### config.mk
export PLATFORM = sky130hd
export DESIGN_NAME = serial_subtractor_flat
export DESIGN_NICKNAME = d
export VERILOG_FILES = /design/src/rtl/serial_subtractor_if.sv /design/src/rtl/serial_subtractor.sv /design/src/flat_wrapper.sv
export SDC_FILE = /design/constraint.sdc
export NUM_CORES = 1
export LEC_CHECK = 0
export CAP_MARGIN = 10
export CORE_ASPECT_RATIO = 2
export CORE_MARGIN = 4
export CORE_UTILIZATION = 52
export DETAILED_ROUTE_END_ITERATION = 6
export PLACE_DENSITY = 0.75
export SETUP_SLACK_MARGIN = 0.15
export SKIP_CTS_REPAIR_TIMING = 1
export SLEW_MARGIN = 40
export SYNTH_ARGS = -nofsm -noshare
export SYNTH_HDL_FRONTEND = slang
export SYNTH_SLANG_ARGS = --single-unit
### constraint.sdc
create_clock -name clk -period 1.7 [get_ports clk]
set_clock_uncertainty 0.1 [all_clocks]
set_input_delay 0.34 -clock clk [delete_from_list [all_inputs] [get_ports clk]]
set_output_delay 0.34 -clock clk [all_outputs]
set_load 0.03 [all_outputs]
### src/rtl/serial_subtractor_if.sv
// serial_subtractor_if: start/done handshake and operand/result bus of the serial subtractor
interface serial_subtractor_if #(
    parameter int WIDTH = 8
);
    logic             start;
    logic [WIDTH-1:0] a;
    logic [WIDTH-1:0] b;
    logic             busy;
    logic             done;
    logic [WIDTH-1:0] diff;
    logic             borrow;
    modport master (output start, a, b, input busy, done, diff, borrow);
    modport slave  (input start, a, b, output busy, done, diff, borrow);
endinterface

### src/rtl/serial_subtractor.sv
// serial_subtractor: bit-serial unsigned a - b, LSB first, one bit per clock, start/done handshake
module serial_subtractor #(
    parameter int WIDTH = 8
) (
    input  logic               clk,
    input  logic               rst_n,
    serial_subtractor_if.slave sif
);
    localparam int CNT_W = $clog2(WIDTH) + 1;
    typedef enum logic [1:0] {IDLE, RUN, DONE} state_t;
    state_t           state_q, state_d;
    logic [WIDTH-1:0] sa_q, sa_d, sb_q, sb_d, rd_q, rd_d, diff_q, diff_d;
    logic [CNT_W-1:0] cnt_q, cnt_d;
    logic             bf_q, bf_d, borrow_q, borrow_d, busy_q, done_q;
    logic             d, bout, last;
    always_comb begin
        d        = sa_q[0] ^ sb_q[0] ^ bf_q;
        bout     = (~sa_q[0] & sb_q[0]) | (~(sa_q[0] ^ sb_q[0]) & bf_q);
        last     = (cnt_q == CNT_W'(WIDTH - 1));
        state_d  = state_q;
        sa_d     = sa_q;
        sb_d     = sb_q;
        rd_d     = rd_q;
        bf_d     = bf_q;
        cnt_d    = cnt_q;
        diff_d   = diff_q;
        borrow_d = borrow_q;
        if (state_q == IDLE && sif.start) begin
            state_d = RUN;
            sa_d    = sif.a;
            sb_d    = sif.b;
            rd_d    = '0;
            bf_d    = 1'b0;
            cnt_d   = '0;
        end else if (state_q == RUN) begin
            sa_d  = sa_q >> 1;
            sb_d  = sb_q >> 1;
            rd_d  = {d, rd_q[WIDTH-1:1]};
            bf_d  = bout;
            cnt_d = cnt_q + CNT_W'(1);
            // Result registers only move on the completion edge so the previous result stays visible during RUN
            state_d  = last ? DONE : RUN;
            diff_d   = last ? {d, rd_q[WIDTH-1:1]} : diff_q;
            borrow_d = last ? bout : borrow_q;
        end else if (state_q == DONE) begin
            state_d = IDLE;
        end
    end
    always_ff @(posedge clk or negedge rst_n) begin
        if (!rst_n) begin
            state_q  <= IDLE;
            sa_q     <= '0;
            sb_q     <= '0;
            rd_q     <= '0;
            bf_q     <= 1'b0;
            cnt_q    <= '0;
            diff_q   <= '0;
            borrow_q <= 1'b0;
            busy_q   <= 1'b0;
            done_q   <= 1'b0;
        end else begin
            state_q  <= state_d;
            sa_q     <= sa_d;
            sb_q     <= sb_d;
            rd_q     <= rd_d;
            bf_q     <= bf_d;
            cnt_q    <= cnt_d;
            diff_q   <= diff_d;
            borrow_q <= borrow_d;
            busy_q   <= (state_d != IDLE);
            done_q   <= (state_d == DONE);
        end
    end
    assign sif.busy   = busy_q;
    assign sif.done   = done_q;
    assign sif.diff   = diff_q;
    assign sif.borrow = borrow_q;
endmodule

### src/flat_wrapper.sv
// flat-port wrapper written by rule: the top's interface ports become plain ports
module serial_subtractor_flat 
#(
    parameter int WIDTH = 8
)
  (clk, rst_n, sif_start, sif_a, sif_b, sif_busy, sif_done, sif_diff, sif_borrow);
  serial_subtractor_if #(.WIDTH(WIDTH)) sif_i ();
  input  logic clk;
  input  logic rst_n;
  input wire logic [$bits(sif_i.start)-1:0] sif_start;
  input wire logic [$bits(sif_i.a)-1:0] sif_a;
  input wire logic [$bits(sif_i.b)-1:0] sif_b;
  output wire logic [$bits(sif_i.busy)-1:0] sif_busy;
  output wire logic [$bits(sif_i.done)-1:0] sif_done;
  output wire logic [$bits(sif_i.diff)-1:0] sif_diff;
  output wire logic [$bits(sif_i.borrow)-1:0] sif_borrow;
  assign sif_i.start = sif_start;
  assign sif_i.a = sif_a;
  assign sif_i.b = sif_b;
  assign sif_busy = sif_i.busy;
  assign sif_done = sif_i.done;
  assign sif_diff = sif_i.diff;
  assign sif_borrow = sif_i.borrow;
  serial_subtractor #(.WIDTH(WIDTH)) u_core (.clk(clk), .rst_n(rst_n), .sif(sif_i));
endmodule
# Yosys cells after proc, flatten, opt, wreduce, memory -nomap -nowiden
# Index checks and enable logic that the tools add are counted.
[op_classes]
reduce_logical = 5
bitwise = 8
addsub = 1
n_eq_ne = 4
n_mux = 14
[op_table]
columns = ["op", "count"]
rows = [
  ["2-to-1 mux 8 bit", 6],
  ["2-to-1 mux 2 bit", 4],
  ["2-to-1 mux 4 bit", 2],
  ["adder 4 x 1 -> 4 bit, second input constant", 1],
  ["equality test 2 bit, second input constant", 2],
  ["equality test 4 x 3 -> 1 bit, second input constant", 1],
  ["nonzero test 2 bit", 2],
  ["NOT 1 bit", 3],
  ["AND reduction 3 bit", 1],
  ["bitwise AND 1 bit", 2],
  ["equality test 2 x 1 -> 1 bit, second input constant", 1],
  ["zero test 2 bit", 1],
  ["2-to-1 mux 1 bit", 2],
  ["bitwise XOR 1 bit", 2],
  ["logical AND 1 bit", 1],
  ["bitwise OR 1 bit", 1],
]
[word_totals]
reg_bits = 42
inputBits = 19
output_inout_bits = 11
wordCells = 42

# Logic depth before layout (Yosys ltp)
# Gate-level depths: netlist of the first run.
[logic_depth]
word_depth = 6
ltp_mapped = 5
mapped_depth_nobuf = 4

# Worst setup path before layout of the first run
# Ideal clock, no wire load.
[synth_timing]
kind = "flip-flop to flip-flop"
startpoint = "register u_core.cnt_q[0]"
endpoint = "register u_core.diff_q[0], in the netlist u_core.sif.diff[0]"
setup_slack_ns = 0.196
synth_period_minus_slack_ns = 1.504
path_stages_with_launch = 6
required_time_ns = 1.475
arrival_time_ns = 1.279
n_path_buf = 1
cell_sequence = "dfrtp_1 -> ha_1 -> nand2_1 -> nor3_2 -> buf_6 -> mux2_2"
[synth_between]
elab_chain_cells = 2
[synth_lines]
columns = ["element", "line", "text"]
rows = [
  ["start, declared", "serial_subtractor.sv:13", "logic [CNT_W-1:0] cnt_q, cnt_d;"],
  ["start signal, assigned", "serial_subtractor.sv:67", "cnt_q <= cnt_d;"],
  ["equality test 4 x 3 -> 1 bit", "serial_subtractor.sv:19", "last = (cnt_q == CNT_W'(WIDTH - 1));"],
  ["AND reduction 3 bit (no source line)", "-", ""],
  ["end signal, assigned", "serial_subtractor.sv:68", "diff_q <= diff_d;"],
  ["end, declared", "serial_subtractor.sv:12", "logic [WIDTH-1:0] sa_q, sa_d, sb_q, sb_d, rd_q, rd_d, diff_q, diff_d;"],
]
# No other way between the ends.
# A chain may end at the register's enable or synchronous reset.

# Worst setup path after layout of the first run
[layout_timing]
startpoint = "register u_core.cnt_q[1]"
endpoint = "register u_core.diff_q[1], in the netlist u_core.sif.diff[1]"
# Same word-level chain as after synthesis.

==> run summary, run 1 <==
The run finished with clean final reports. The width of the die is 49.4 um. After synthesis, the most frequently instantiated cells are sky130_fd_sc_hd__dfrtp_1, sky130_fd_sc_hd__o21ai_0, sky130_fd_sc_hd__a22oi_1, sky130_fd_sc_hd__a21oi_1, sky130_fd_sc_hd__nor2b_1. The number of antenna repair diodes came out at 0.

The net switching power of the design came out at about 0.0016 W. The post-detailed-routing wire length came out at 4030 um. Net switching is 36.4% of the power.

The average instance in the mapped netlist occupies 11.5 um^2. The later pin in the worst-skew pair is clocked with a latency of 0.29 ns. The start-to-end type of the worst setup path is reg2reg. The number of DRC violations after detailed routing is 0. The total of warnings raised by yosys came out at 0. The total nets after synthesis came out at 176. The CTS buffer count came out at 5. Of the post-synthesis cell area, the dominant cell type holds 57.5%. The clock slew at the register clock pins of the worst setup and hold paths is 0.07 ns. The total count of max-transition violations in the final report came out at 0. The number of buffers inserted by port buffering came out at 29. Once placement finished, the instance area stood at 2160 um^2. The core area came out at 3230 um^2. The growth of design area from synthesis to finish is 36.0%. The actual slew at the worst max-slew pin is 0.504 ns.

The TritonCTS clock tree is built. The mean routed wirelength per cell came out at 17.1 um. The weighted congestion at the end of routability-driven global placement came out at 0.741.

The number of synthesized flops with an enable pin is 0. Walking the worst path, the cells encountered are ha_4 -> nand2_4 -> nor3_4 -> buf_6 -> mux2_2. Clock tree synthesis selected as its root buffer the cell sky130_fd_sc_hd__clkbuf_8. After synthesis, the share of flip-flops with an asynchronous set or reset is 100%. The mean number of vias per cell is ~6. Counting distinct cell types in the post-synthesis netlist gives 29. The full die area came out at 4490 um^2. The simple-gate share of the synthesized area came out at 9.96%. The mux share of post-synthesis cell area is between 6 and 7%. The number of instances in the placed design is around 220.

Across every metal layer, demand over resource in global routing totals a little under a fifth. Among all cell types in the netlist, the one instantiated most often is sky130_fd_sc_hd__dfrtp_1. The final setup violation count is 0. From bottom edge to top edge, the die measures approximately 90 um. At the worst endpoint, the arrival time is roughly 1.7 ns.

The part of the power in combinational logic came out at a little under half. The wire length on met2 is 2330 um. The data required time at the worst endpoint came out at 1.78 ns.

The highest attainable clock frequency is about 0.62 GHz. The power per standard cell area is 1770 nW/um^2. The cell type group with the largest total delay on the critical path is flip-flops.

The maximum root-to-sink buffer count is 2. The residual overflow from global routing is 0. The number of I/O pins came out at 30. At the placement stage, the worst setup path has a slack of 0.0132 ns.

By area, the combinational part of the netlist is dominated by compound AO/OA/AOI/OAI gates. The slowest stage of the critical path is the sky130_fd_sc_hd__dfrtp_2 cell. The clock drives around 40 sinks.

The initial antenna violation count came out at 0. The post-route netlist has 21.6% of its cells at a drive strength greater than 1. The clock network accounts for 17.4% of the total power.

The arithmetic-cell share of the synthesized area counting full adders, half adders and majority gates is 1.82%. Internal power comes to 0.00273 W. The delay of the slowest cell on the worst path came out at around 0.42 ns. The final count of hold timing violations was 0. The cell count after synthesis came out at 155.

The first global-routing pass estimated 6300 um of wire. For this block, wires on met1 add up to 1450 um. The number of standard cells in the final layout excluding fillers came out at 235. After synthesis the netlist holds a flip-flop and latch count of slightly above 40. The number of iterations in the first detailed-routing pass is 4. The cell row count is 29. Entering global routing, the biggest net connects 25 pins. Signal routing reaches up to met4. The count of nets left with antenna violations once routing finished came out at 0. The sequential cell area fraction in the yosys report is 57.5%. The final period demand of the worst path is 1.61 ns. The effective utilization at floorplan came out at 55.2%.

The xor/xnor share of the synthesized area is 0%. For this design the static power due to leakage is 1.23 nW. Counting both buffers and inverters, the worst setup path holds a total of 1. The via count of the first global-routing pass was 1,413.

The share of the clock period used by the worst path after layout is about 95%. The count of max-cap constraint violations came out at 0. Setup repair after global routing could not meet its margin everywhere.

The share of the core filled with cells in the final layout is 75.1%. The maximum fanout encountered on the critical timing path is 5. The wire length on met3 came out at 160 um. Summing the areas of all compound-gate instances in the mapped netlist gives between 20% and 30% of the synthesized area. The routed layout has ~1,400 vias.

The mapped cell area came out at 1780 um^2. After filler insertion, the fill cell instance count of the layout stands at 214. The part of the power in registers came out at approximately 37%. The type of the most critical hold path is reg2reg. The number of H-tree branching levels is 2.

The worst setup path is captured at a flip-flop. The flip-flop cell with the highest count after synthesis is sky130_fd_sc_hd__dfrtp_1. The worst setup path is launched from a flip-flop. The total non-filler cell area in the finished layout came out at about 2400 um^2.

The worst-case IR drop observed on VDD is 1.19 mV. In this run the tightest slew margin relative to its limit is 66.4%. The smallest setup slack after layout came out at ~0.093 ns.

The final net count came out at 225. The half-perimeter wire length of the detailed placement result came out at 2840 um. The biggest area contributor in the post-synthesis netlist is sky130_fd_sc_hd__dfrtp_1. By area the synthesized netlist is led by sky130_fd_sc_hd__dfrtp_1, sky130_fd_sc_hd__a22oi_1, sky130_fd_sc_hd__mux2_2. The number of DRC markers in iteration 0 came out at 28.
## layer usage
layer	track usage (%)	up-vias
met5	0	-
met4	7.62	0
met3	5.29	8
met2	34.5	31
met1	17.8	697
li1	-	648
## per-stage QoR
step / TNS [ns] / hold slack (ns) / total power (W)
finish: 0 / 0.402 / 0.00429
global route: 0 / 0.416 / 0.00457
CTS: -0.612 / -0.0953 / 0.00407
detailed placement: 0 / 0.232 / 0.00332
global placement: 0 / 0.226 / 0.00321
floorplan: 0 / -0.0556 / 0.00265
## layout by cell type, fill, tap and decap left out, drive strengths merged
| master | Yosys | final |
|---|---|---|
| a21oi | 12 | 12 |
| dfrtp | 41 | 41 |
| nand2 | 9 | 9 |
| o21a | 1 | 1 |
| a31oi | 1 | 1 |
| o21bai | 1 | 1 |
| and2b | 3 | 3 |
| mux2 | 8 | 8 |
| mux2i | 2 | 2 |
| dlygate4sd3 | 0 | 1 |
| a41oi | 1 | 1 |
| o22ai | 1 | 1 |
| nor3 | 1 | 1 |
| or2 | 1 | 1 |
| and3b | 1 | 1 |
| a22oi | 13 | 13 |
| clkinv | 0 | 1 |
| nor2 | 1 | 1 |
| a22o | 9 | 9 |
| nand3 | 1 | 1 |
| dlymetal6s2s | 0 | 11 |
| nor2b | 12 | 12 |
| clkbuf | 3 | 5 |
| clkdlybuf4s50 | 0 | 17 |
| inv | 4 | 4 |
| a2bb2oi | 1 | 1 |
| ha | 1 | 1 |
| buf | 7 | 23 |
| o21ai | 17 | 17 |
| nand2b | 2 | 2 |
| bufinv | 0 | 1 |
| fa | 1 | 1 |
## state kept, by name, indices dropped and copies added (netlist names)
name and flops:
u_core.state_q 2, u_core.sif.borrow 1, u_core.rd_q 7, u_core.bf_q 1, u_core.cnt_q 4, u_core.sif.diff 8
u_core.sif.done 1, u_core.sif.busy 1, u_core.sa_q 8, u_core.sb_q 8
## path summary, 6_finish.rpt
path                       slack, ns                              to  depth (start not counted)                         from
max                             0.09  u_core.sif.diff[1]$_DFFE_PN0P_                          5  u_core.cnt_q[1]$_DFFE_PN0P_
min                             0.40      u_core.sa_q[4]$_DFFE_PN0P_                          2   u_core.sa_q[4]$_DFFE_PN0P_
max reg2reg                     0.09  u_core.sif.diff[1]$_DFFE_PN0P_                          5  u_core.cnt_q[1]$_DFFE_PN0P_
min reg2reg                     0.40      u_core.sa_q[4]$_DFFE_PN0P_                          2   u_core.sa_q[4]$_DFFE_PN0P_
max in group asynchronous       0.48      u_core.sa_q[5]$_DFFE_PN0P_                          3                        rst_n
min in group asynchronous       0.45      u_core.sa_q[0]$_DFFE_PN0P_                          2                        rst_n
## kinds of logic after synthesis
kind of cell,count (synthesis)
buf+inv,14
flops,41
mux,10
fa+ha+maj,2
compound gates,57
simple gates,31
## worst min-delay path: cells and delay by family, from the launching register on
kind | cells | cell delay [ns]
flops | 1 | 0.36
simple gates | 1 | 0.05
compound gates | 1 | 0.06
## power by group through the flow
stage	logic, W	clock network (W)	registers (W)
floorplan	0.000938	0	0.00172
global placement	0.00165	0	0.00156
detailed placement	0.00173	0	0.00159
CTS	0.00173	0.000761	0.00158
global route	0.00212	0.000812	0.00164
finish	0.00194	0.000745	0.00160
## layout make-up
type,count,area [um^2],share of cell area [%]
Sequential cell,41,1030,42.4
Multi-Input combinational cell,100,739,30.5
Timing Repair Buffer,52,499,20.6
Clock buffer,5,68.8,2.84
Tap cell,31,38.8,1.60
Clock inverter,2,35.0,1.44
Inverter,4,15.0,0.619
(Power assumes the default switching activity.)
==> run 2, diff against run 1 <==
--- a/config.mk
+++ b/config.mk
@@ -5,12 +5,13 @@
 export SDC_FILE = /design/constraint.sdc
 export NUM_CORES = 1
 export LEC_CHECK = 0
+export ABC_AREA = 1
 export CAP_MARGIN = 10
 export CORE_ASPECT_RATIO = 2
 export CORE_MARGIN = 4
 export CORE_UTILIZATION = 52
 export DETAILED_ROUTE_END_ITERATION = 6
-export PLACE_DENSITY = 0.75
+export PLACE_DENSITY = 0.76
 export SETUP_SLACK_MARGIN = 0.15
 export SKIP_CTS_REPAIR_TIMING = 1
 export SLEW_MARGIN = 40
==> run summary, run 2 <==
The total of warnings raised by yosys came out at 0. The part of the power in combinational logic is 39.8%. The tightest min-delay check is of the reg2reg type. The flow ran to the end, and the final reports show no timing, DRC or antenna violations. The register-to-register path setup slack is 0.28 ns. At the worst endpoint, the required time is 1.83 ns. The maximum fanout encountered on the critical timing path is 19. The die is 90.1 um tall. In this run, the number of DRC markers left after iteration 0 of detailed routing was 24.

In this run the core area contains 29 standard-cell rows. Across the VDD grid, the largest voltage drop is 1.29 mV. The critical path endpoint category is a flip-flop. The share of the clock period used by the worst path after layout is a little over four fifths. The worst setup path is of the reg2reg kind.

The count of max-cap constraint violations is 0. The effective utilization at floorplan came out at about 55%. The finished layout holds 252 standard cells, fillers aside. The total count of max-transition violations in the final report is 0. The endpoint identified for the worst register-to-register timing path is u_core.state_q[0]$_DFF_PN0_.

The number of buffers inserted by port buffering came out at 29. On the worst path, the slowest cell contributes a delay of between 0.4 and 0.5 ns. The number of vias after detailed routing is approximately 1,400. The mean routed wirelength per cell is 13.6 um. The post-detailed-routing wire length is 3430 um.

The part of the power in registers came out at 37.8%. The via count of the first global-routing pass came out at 1,372. The post-detailed-placement cell area is around 2100 um^2.

Leaving out fill and tap cells, the most frequent cell in the layout is sky130_fd_sc_hd__nand2_1. The share of power burned in the clock network came out at 22.4%. The final count of hold timing violations came out at 0.

The number of DRC violations after detailed routing came out at 0. In this run, CTS created clock tree buffers numbering 5. The area used by multi-input combinational logic is 601 um^2.

The leakage dissipation came out at between 1 and 1.5 nW. The proportion of register bits with asynchronous set or reset after synthesis is between 90% and 100%. The clock slew at the register clock pins of the worst setup and hold paths came out at 0.08 ns. The floorplan step defined a die boundary enclosing 4420 um^2. The worst reg2reg path depth came out at 6.

The top cell types in the final layout, fill and taps aside, are sky130_fd_sc_hd__nand2_1, sky130_fd_sc_hd__dfrtp_1, sky130_fd_sc_hd__nand3_1, sky130_fd_sc_hd__clkdlybuf4s50_1, sky130_fd_sc_hd__inv_1. The congestion estimate from routability-driven global placement came to 0.742. After synthesis, the mean cell area works out to 9.52 um^2. The number of iterations in the first detailed-routing pass came out at 4. The worst hold path passes through 2 cells.

The overall fraction of global-route tracks in use came out at between 10% and 20%. Clock tree synthesis found a total of 41 sinks. In the post-route analysis, the smallest setup slack over all paths is 0.278 ns.

The signal arrival time at the worst endpoint is 1.55 ns. Yosys attributes the largest share of cell area to sky130_fd_sc_hd__dfrtp_1, sky130_fd_sc_hd__nand2_1, sky130_fd_sc_hd__nand3_1. The wire length of the first global-routing pass came out at 6180 um. In this run the critical register-to-register path is launched from u_core.cnt_q[0]$_DFFE_PN0P_. The width of the die is just under 50 um. The synthesized design devotes to its leading area cell type about three fifths of total area. The largest total area in the synthesized netlist belongs to sky130_fd_sc_hd__dfrtp_1. The internal power came out at 0.00256 W.

The hold-critical path endpoint is u_core.sif.diff[1]$_DFFE_PN0P_. On the critical path the largest part of the delay comes from flip-flops. Traced cell by cell, the critical path runs through ha_1 -> nand2_1 -> nor2_4 -> nand2_4 -> inv_1 -> a21oi_1. The residual overflow from global routing is 0. In this run the clock root is driven by a sky130_fd_sc_hd__clkbuf_8. The number of distinct standard cells referenced by the synthesized netlist came out at 17. Setup repair after global routing left no endpoint under its margin.

The total area inside the core boundary comes to 3190 um^2. Ranked by instance count, the synthesized netlist is headed by sky130_fd_sc_hd__nand2_1, sky130_fd_sc_hd__dfrtp_1, sky130_fd_sc_hd__nand3_1, sky130_fd_sc_hd__inv_1, sky130_fd_sc_hd__o21ai_2. The highest attainable clock frequency is 0.703 GHz. The worst slack at placement is 0.131 ns. The clock latency on the worst-skew pair came out at 0.30 ns. The final setup violation count came out at 0. The critical path crosses 6 cells after its start point. After routing, the total negative slack on setup checks comes to 0 ns. The initial antenna violation count came out at 0. The number of H-tree branching levels came out at 2.

STA classifies the critical path startpoint as a flip-flop. sky130_fd_sc_hd__nand2_1 is the most common cell in the netlist. The mapped cell area came out at 1750 um^2. The net switching share of the total power came out at about two fifths. The total nets after synthesis came out at 205. The maximum number of pins on one net before global-route repair is 26. The sequential cell area fraction in the yosys report is 58.6%. The half-perimeter wire length of the detailed placement result is 2400 um. The slowest stage of the critical path is the sky130_fd_sc_hd__dfrtp_1 cell. The mean number of vias per cell is 5.48.

The number of antenna repair diodes is 0. The count of state elements after synthesis is 41. The actual slew at the worst max-slew pin came out at 0.555 ns.

The final period demand of the worst path is 1.42 ns. After routing the design area is 2240 um^2. The cell count after synthesis came out at 184.

The number of instances in the placed design came out at 243. The maximum root-to-sink buffer count came out at 2. The area occupied by registers came out at approximately 1000 um^2. The worst hold path begins at u_core.sif.diff[1]$_DFFE_PN0P_.

The layout has about 250 filler cells. The number of synthesized flops with an enable pin is 0. The headroom to the max-slew limit is between 60% and 70%.

Dividing total power by cell area gives a power density of 1850 nW/um^2. The growth of design area from synthesis to finish is 27.8%. The proportion of layout cells with a drive suffix above 1 is 13.6%. In this run the remaining antenna-violating nets after routing total 0. The most used flip-flop cell after synthesis is sky130_fd_sc_hd__dfrtp_1. The net switching power of the design is 0.00158 W. TritonCTS built the clock tree.

The buffer and inverter count on the worst path came out at 1. The final net count is 241. The number of I/O pins is 30. The design draws 0.00414 W.
-- run 2: cell count changes after synthesis, moves of 11 or more --
cell,before,now
sky130_fd_sc_hd__nand2_1,9,54
sky130_fd_sc_hd__inv_1,4,15
sky130_fd_sc_hd__nand3_1,1,33
sky130_fd_sc_hd__nor2b_1,12,0
sky130_fd_sc_hd__o21ai_0,17,1
sky130_fd_sc_hd__a22oi_1,13,0
-- run 2: tightest hold or removal path, cell delays in order, from the launching register on --
cell and delay (ns):
sky130_fd_sc_hd__dfrtp_1 0.34, sky130_fd_sc_hd__nand2_1 0.06, sky130_fd_sc_hd__o21ai_2 0.05
-- run 2: kinds of logic after synthesis --
kind of cell | Yosys count | share of synthesized area [%]
compound gates | 20 | 8.21
fa+ha+maj | 2 | 1.86
buf+inv | 25 | 7.14
flops | 41 | 58.6
simple gates | 96 | 24.2
-- run 2: how the worst max path moves through the flow --
stage / endpoint / slack (ns) / startpoint
2_1_floorplan: u_core.sif.diff[6]$_DFFE_PN0P_ / 0.40 / u_core.cnt_q[0]$_DFFE_PN0P_
3_3_place_gp: u_core.rd_q[7]$_DFFE_PN0P_ / 0.20 / sif_start
3_5_place_dp: u_core.rd_q[4]$_DFFE_PN0P_ / 0.13 / sif_start
4_1_cts: sif_diff[2] / -0.09 / u_core.sif.diff[2]$_DFFE_PN0P_
5_1_grt: u_core.state_q[0]$_DFF_PN0_ / 0.16 / u_core.cnt_q[0]$_DFFE_PN0P_
6_report: u_core.state_q[0]$_DFF_PN0_ / 0.28 / u_core.cnt_q[0]$_DFFE_PN0P_
-- run 2: layout make-up --
type                    count  area share, %
clock buffers               5           3.07
clock inverters             3           2.91
inverters                  17           2.85
multi-input cells         118           26.8
flip-flops and latches     41           45.8
well taps                  31           1.73
repair buffers             37           16.8
-- run 2: routing by layer --
metal	routed length, um	vias to the layer above	part of all wire (%)	global-route usage, %
met2	1890	30	55	30.5
li1	-	663	-	-
met3	135	8	3.9	4.14
met4	108	0	3.2	10.1
met1	1290	681	38	19.3
met5	0	-	0	0
-- run 2: power by group through the flow --
stage               sequential, W  combinational [W]  clock [W]
global route              0.00161            0.00185   0.000995
floorplan                 0.00177           0.000995          0
finish                    0.00156            0.00165   0.000928
CTS                       0.00157            0.00169   0.000943
global placement          0.00156            0.00163          0
detailed placement        0.00158            0.00168          0
-- run 2: metrics by stage --
stage / util, % / hold slack (ns)
2_1_floorplan: - / -0.0556
3_3_place_gp: 64.7 / 0.249
3_5_place_dp: 64.7 / 0.268
4_1_cts: 68.9 / -0.0600
5_1_grt: 70.1 / 0.405
6_report: 70.1 / 0.379
==> run 3, diff against run 2 <==
--- a/config.mk
+++ b/config.mk
@@ -9,9 +9,9 @@
 export CAP_MARGIN = 10
 export CORE_ASPECT_RATIO = 2
 export CORE_MARGIN = 4
-export CORE_UTILIZATION = 52
+export CORE_UTILIZATION = 47
 export DETAILED_ROUTE_END_ITERATION = 6
-export PLACE_DENSITY = 0.76
+export PLACE_DENSITY = 0.72
 export SETUP_SLACK_MARGIN = 0.15
 export SKIP_CTS_REPAIR_TIMING = 1
 export SLEW_MARGIN = 40
==> constraint.sdc (replaced) <==
create_clock -name clk -period 1.3 [get_ports clk]
set_clock_uncertainty 0.1 [all_clocks]
set_input_delay 0.26 -clock clk [delete_from_list [all_inputs] [get_ports clk]]
set_output_delay 0.26 -clock clk [all_outputs]
set_load 0.03 [all_outputs]
==> run summary, run 3 (same netlist as run 2, synthesis figures left out) <==
The start-to-end type of the worst setup path is reg2reg. The internal power came out at 0.00409 W. The core area is 3610 um^2. The tree is rooted in a sky130_fd_sc_hd__clkbuf_8.

The final period demand of the worst path is between 1 and 1.5 ns. The type of the most critical hold path is in2async. The count of max-cap constraint violations is 0. The weighted congestion at the end of routability-driven global placement came out at approximately 0.69. Headroom to the max-slew limit came out at 74.2%. The first routing iteration left 34 violations.

The number of buffers inserted by port buffering is 29. In this design, the stage delay of the slowest critical-path cell is 0.40 ns. The detail route stage leaves a number of antenna-violating nets equal to 0. Total power for the finished layout comes to approximately 0.0072 W. The flow ran to the end, but the final reports show violations. The signal on the critical path passes through ha_4 -> nand2_4 -> nor2_4 -> buf_6 -> nand2_4 -> nand2_2 -> o21ai_2. The initial antenna violation count came out at 0.

The critical path endpoint category is a flip-flop. In the post-route analysis, the smallest setup slack over all paths is -0.0767 ns. The startpoint identified for the worst register-to-register timing path is u_core.cnt_q[0]$_DFFE_PN0P_.

The number of H-tree branching levels came out at 2. After global routing the overflow that remains totals 0. The power per standard cell area is around 2500 nW/um^2.

The filler cell count is about 210. The half-perimeter wire length of the detailed placement result came out at ~2500 um. On the final layout, the worst hold slack is 0.318 ns.

The proportion of layout cells with a drive suffix above 1 came out at between 50% and 60%. Wires add up to 5140 um. The leading cell type in the layout, fill and taps excluded is sky130_fd_sc_hd__dfrtp_1. The net switching power of the design is 0.00313 W.

The growth of design area from synthesis to finish came out at 67.2%. The height of the chip came out at about 94 um. The signal arrival time at the worst endpoint is roughly 1.5 ns.

The total count of max-transition violations in the final report is 0. The number of vias after detailed routing is 1,566. The wire length of the first global-routing pass came out at approximately 6000 um. The final reports fail on setup timing. TritonCTS built the clock tree. The timing startpoint of the critical path is u_core.cnt_q[0]$_DFFE_PN0P_. The final critical path takes up 106% of the cycle.

For this design, the slowest cell found on the critical path is sky130_fd_sc_hd__dfrtp_1. The final count of hold timing violations was 0. Setup repair after global routing could not meet its margin everywhere.

The data required time at the worst endpoint is 1.38 ns. The cell row count is 31. Leaving out fill and tap cells, the most frequent cells in the layout are sky130_fd_sc_hd__dfrtp_1, sky130_fd_sc_hd__nand2_4, sky130_fd_sc_hd__nand3_1, sky130_fd_sc_hd__clkdlybuf4s50_1, sky130_fd_sc_hd__nand2_2. Per report_power, the clock group accounts for 11.2% of the total. The total non-filler cell area in the finished layout came out at 2930 um^2. In this run the horizontal extent of the chip is 51.2 um. The leakage dissipation is 1.53 nW. The actual slew at the worst max-slew pin is ~0.39 ns. Measured on the finished design, the core utilization comes to about four fifths. The highest attainable clock frequency came out at 0.726 GHz. Grouping stages by cell kind, the critical path spends the most delay in flip-flops. The overall fraction of global-route tracks in use is 16.4%. The worst setup path is launched from a flip-flop. In this run, CTS created clock tree buffers numbering 5.

The maximum number of pins on one net before global-route repair is 27. The repair_antennas step left the layout with diodes totalling 0. The area occupied by registers came out at about 1000 um^2.

The worst vdd rail ir drop is 1.75 mV. The most prevalent standard cell on the critical path is sky130_fd_sc_hd__nand2_4. The clock slew at the register clock pins of the worst setup and hold paths is 0.08 ns.

The post-detailed-placement cell area is 2140 um^2. The buffer and inverter count on the worst path came out at 1. The number of iterations in the first detailed-routing pass is 5.

The via count of the first global-routing pass is 1,405. The maximum fanout encountered on the critical timing path is 5. The net switching share of the total power is ~43%. Combinational cells account for a little under 60% of the total power. For this configuration, the core starts out at a cell density of 48.6%. The number of DRC violations after detailed routing came out at 0.

The clock passes through at most 2 buffers. The number of instances in the placed design is 264. The die covers 4830 um^2. The part of the power in registers came out at 30.9%. Pin placement for this block handled 30 I/O pins. The number of standard cells in the final layout excluding fillers is ~290. The final net count is 264.

CTS saw 41 sinks. The mean routed wirelength per cell is approximately 18 um. The final setup violation count came out at 13. The clock latency on the worst-skew pair is 0.30 ns. The mean number of vias per cell is 5.34. The area used by multi-input combinational logic came out at ~1000 um^2.
-- run 3: worst paths after layout --
| kind | end | slack, ns | depth (start not counted) |
|---|---|---|---|
| worst max-delay path | u_core.sif.diff[4]$_DFFE_PN0P_ | -0.08 | 7 |
| min in group clk | u_core.sif.diff[0]$_DFFE_PN0P_ | 0.42 | 2 |
| worst max register to register | u_core.sif.diff[4]$_DFFE_PN0P_ | -0.08 | 7 |
| worst min-delay path | u_core.rd_q[1]$_DFFE_PN0P_ | 0.32 | 2 |
| worst min register to register | u_core.sif.diff[0]$_DFFE_PN0P_ | 0.42 | 2 |
| max in group asynchronous | u_core.sa_q[2]$_DFFE_PN0P_ | 0.31 | 3 |
-- run 3: power groups by stage --
stage	clock (W)	sequential (W)	combinational (W)
global placement	0	0.00205	0.00229
global route	0.000878	0.00227	0.00445
CTS	0.000812	0.00205	0.00238
finish	0.000806	0.00223	0.00418
floorplan	0	0.00233	0.00132
detailed placement	0	0.00207	0.00237
-- run 3: final cells by class --
class                   instances  area share (%)
repair buffers                 58            22.7
clock inverters                 2           0.342
multi-input cells             120            34.6
well taps                      49            2.09
inverters                      17            2.69
flip-flops and latches         41            35.1
clock buffers                   6            2.48
-- run 3: per-stage QoR --
stage	setup slack [ns]	setup TNS, ns
floorplan	0.00359	0
detailed placement	-0.131	-3.27
CTS	-0.0684	-0.477
finish	-0.0767	-0.308
global placement	-0.0948	-2.22
global route	-0.109	-1.07
-- run 3: worst reg2reg max path, delay by kind of cell, from the launching register on --
family | cells | cell delay (ns)
DFF | 1 | 0.40
and+or+nand+nor | 4 | 0.36
adders and majority gates | 1 | 0.18
buffers and inverters | 1 | 0.15
AOI/OAI and AO/OA | 1 | 0.07
-- run 3: layer usage --
layer	part of all wire, %	vias up	wire length [um]	global-route usage (%)
li1	-	726	-	-
met1	35	790	1780	17.2
met2	59	37	3050	30.3
met3	3.3	13	169	3.00
met4	2.6	0	136	8.09
met5	0	-	0	0
==> RTL change, RTL diff (flow settings as in run 3) <==
`WIDTH` is set to 8 in 3 places; all go to 16.
--- a/src/rtl/serial_subtractor_if.sv
+++ b/src/rtl/serial_subtractor_if.sv
@@ -2,3 +2,3 @@
 interface serial_subtractor_if #(
-    parameter int WIDTH = 8
+    parameter int WIDTH = 16
 );
--- a/src/rtl/serial_subtractor.sv
+++ b/src/rtl/serial_subtractor.sv
@@ -2,3 +2,3 @@
 module serial_subtractor #(
-    parameter int WIDTH = 8
+    parameter int WIDTH = 16
 ) (
--- a/src/flat_wrapper.sv
+++ b/src/flat_wrapper.sv
@@ -3,3 +3,3 @@
 #(
-    parameter int WIDTH = 8
+    parameter int WIDTH = 16
 )
Interface: changed (resized sif_a, sif_b and sif_diff); port bits go from 30 to 54. No check against the original RTL was run, so the function may have changed too.
==> RTL change against run 3 <==
  * The flow still finishes with violations (setup timing)
  * First-iteration DRC count grew to 6.7 times the old value
  * Sequential cell count grew 33
  * Wire length grew 90%
  * Worst setup slack lost 0.27 ns
  * Cell area grew 81%
  * Global-route usage grew 1.4 points
  * Combinational power grew 55%
  * Via count grew 79%
  * Area after synthesis grew 78%
  * Synthesized cell count grew 77%
  * Non-clock buffer count grew 44
  * Critical endpoint is now u_core.sif.borrow$_DFFE_PN0P_
  * Power grew 85%
==> RTL change: results (changes against run 3) <==
via count of the first global-routing pass 2458 (+75%); drt first pass iters 4 (-1); DP Worst Slack -0.264 ns (-0.132 ns); layout cells sized above 1 48.8% (-6.5 points); crit-path max FO 10 (+5); Adder-Cell Fraction of Synth Area 1.45% (-0.41 points); Final WS setup -0.343 ns (-0.266 ns); Post-Synthesis Net Count 364 (+78%); Arrival @ worst endpoint 1.77 ns (+0.31 ns); Filler Cell Count 364 (+72%); compound-gate portion of the synthesized area 9.00% (+0.79 points); Final #Nets 461 (+75%); H-tree depth 3 (+1); status complete, but fails checks; first-pass GRT wire length 10900 um (+81%); DR WL met2 5720 um (+88%); total CTS buffers 9 (+4); Syn Inst Count 326 (+77%); drt wl/cell 19.0 um (+8.4%); violated checks setup timing; FF-to-FF path depth 10 (+3); Netlist cell types 19 (+2); setup TNS -6.61 ns (-6.30 ns); final setup fails 53 (+40); Placed Area 0.00385 sq mm (+80%); Final Non-Filler Cells 514 (+75%)
[RTL change: cell types whose count changed in the layout (fill, tap and decap cells not counted), moves of 7 or more]
cell / delta
nand2_1: +53
o22ai_1: +9
nand3_2: +35
nand3_1: -14
nand3_4: +10
clkdlybuf4s50_1: +15
inv_1: +10
clkbuf_16: +14
buf_4: +10
nand2_4: -23
dfrtp_1: +34
o21ai_2: +7
[RTL change: area by class of cell]
type / instances / area (sq um) / area share [%]
Sequential cell: 74 / 1850 / 34.9
Multi-Input combinational cell: 208 / 1630 / 30.6
Timing Repair Buffer: 102 / 1240 / 23.4
Clock buffer: 9 / 225 / 4.24
Clock inverter: 7 / 141 / 2.66
Inverter: 28 / 115 / 2.17
Tap cell: 86 / 108 / 2.03
[RTL change: worst max-delay path, stage by stage, from the launching register on]
cell	delay (ns)
dfrtp_1	0.38
ha_2	0.20
nand2_2	0.08
nor2_4	0.11
ha_4	0.13
inv_2	0.05
nor2_4	0.11
inv_4	0.07
buf_12	0.15
nand2_2	0.07
o21ai_2	0.06
[RTL change: cell families after synthesis]
| kind of cell | after synthesis |
|---|---|
| compound gates | 39 |
| flops | 74 |
| simple gates | 164 |
| buf+inv | 46 |
| fa+ha+maj | 3 |
[RTL change: power by group]
part | internal (mW) | switching [mW] | leakage, nW
combinational | 2.92 | 3.54 | 1.41
clock | 2.07 | 0.982 | 0.176
sequential | 3.20 | 0.653 | 0.941
[RTL change: layer usage]
metal	track usage [%]	vias up
li1	-	1269
met1	19.3	1402
met2	31.0	107
met3	6.18	25
met4	7.92	0
met5	0	-
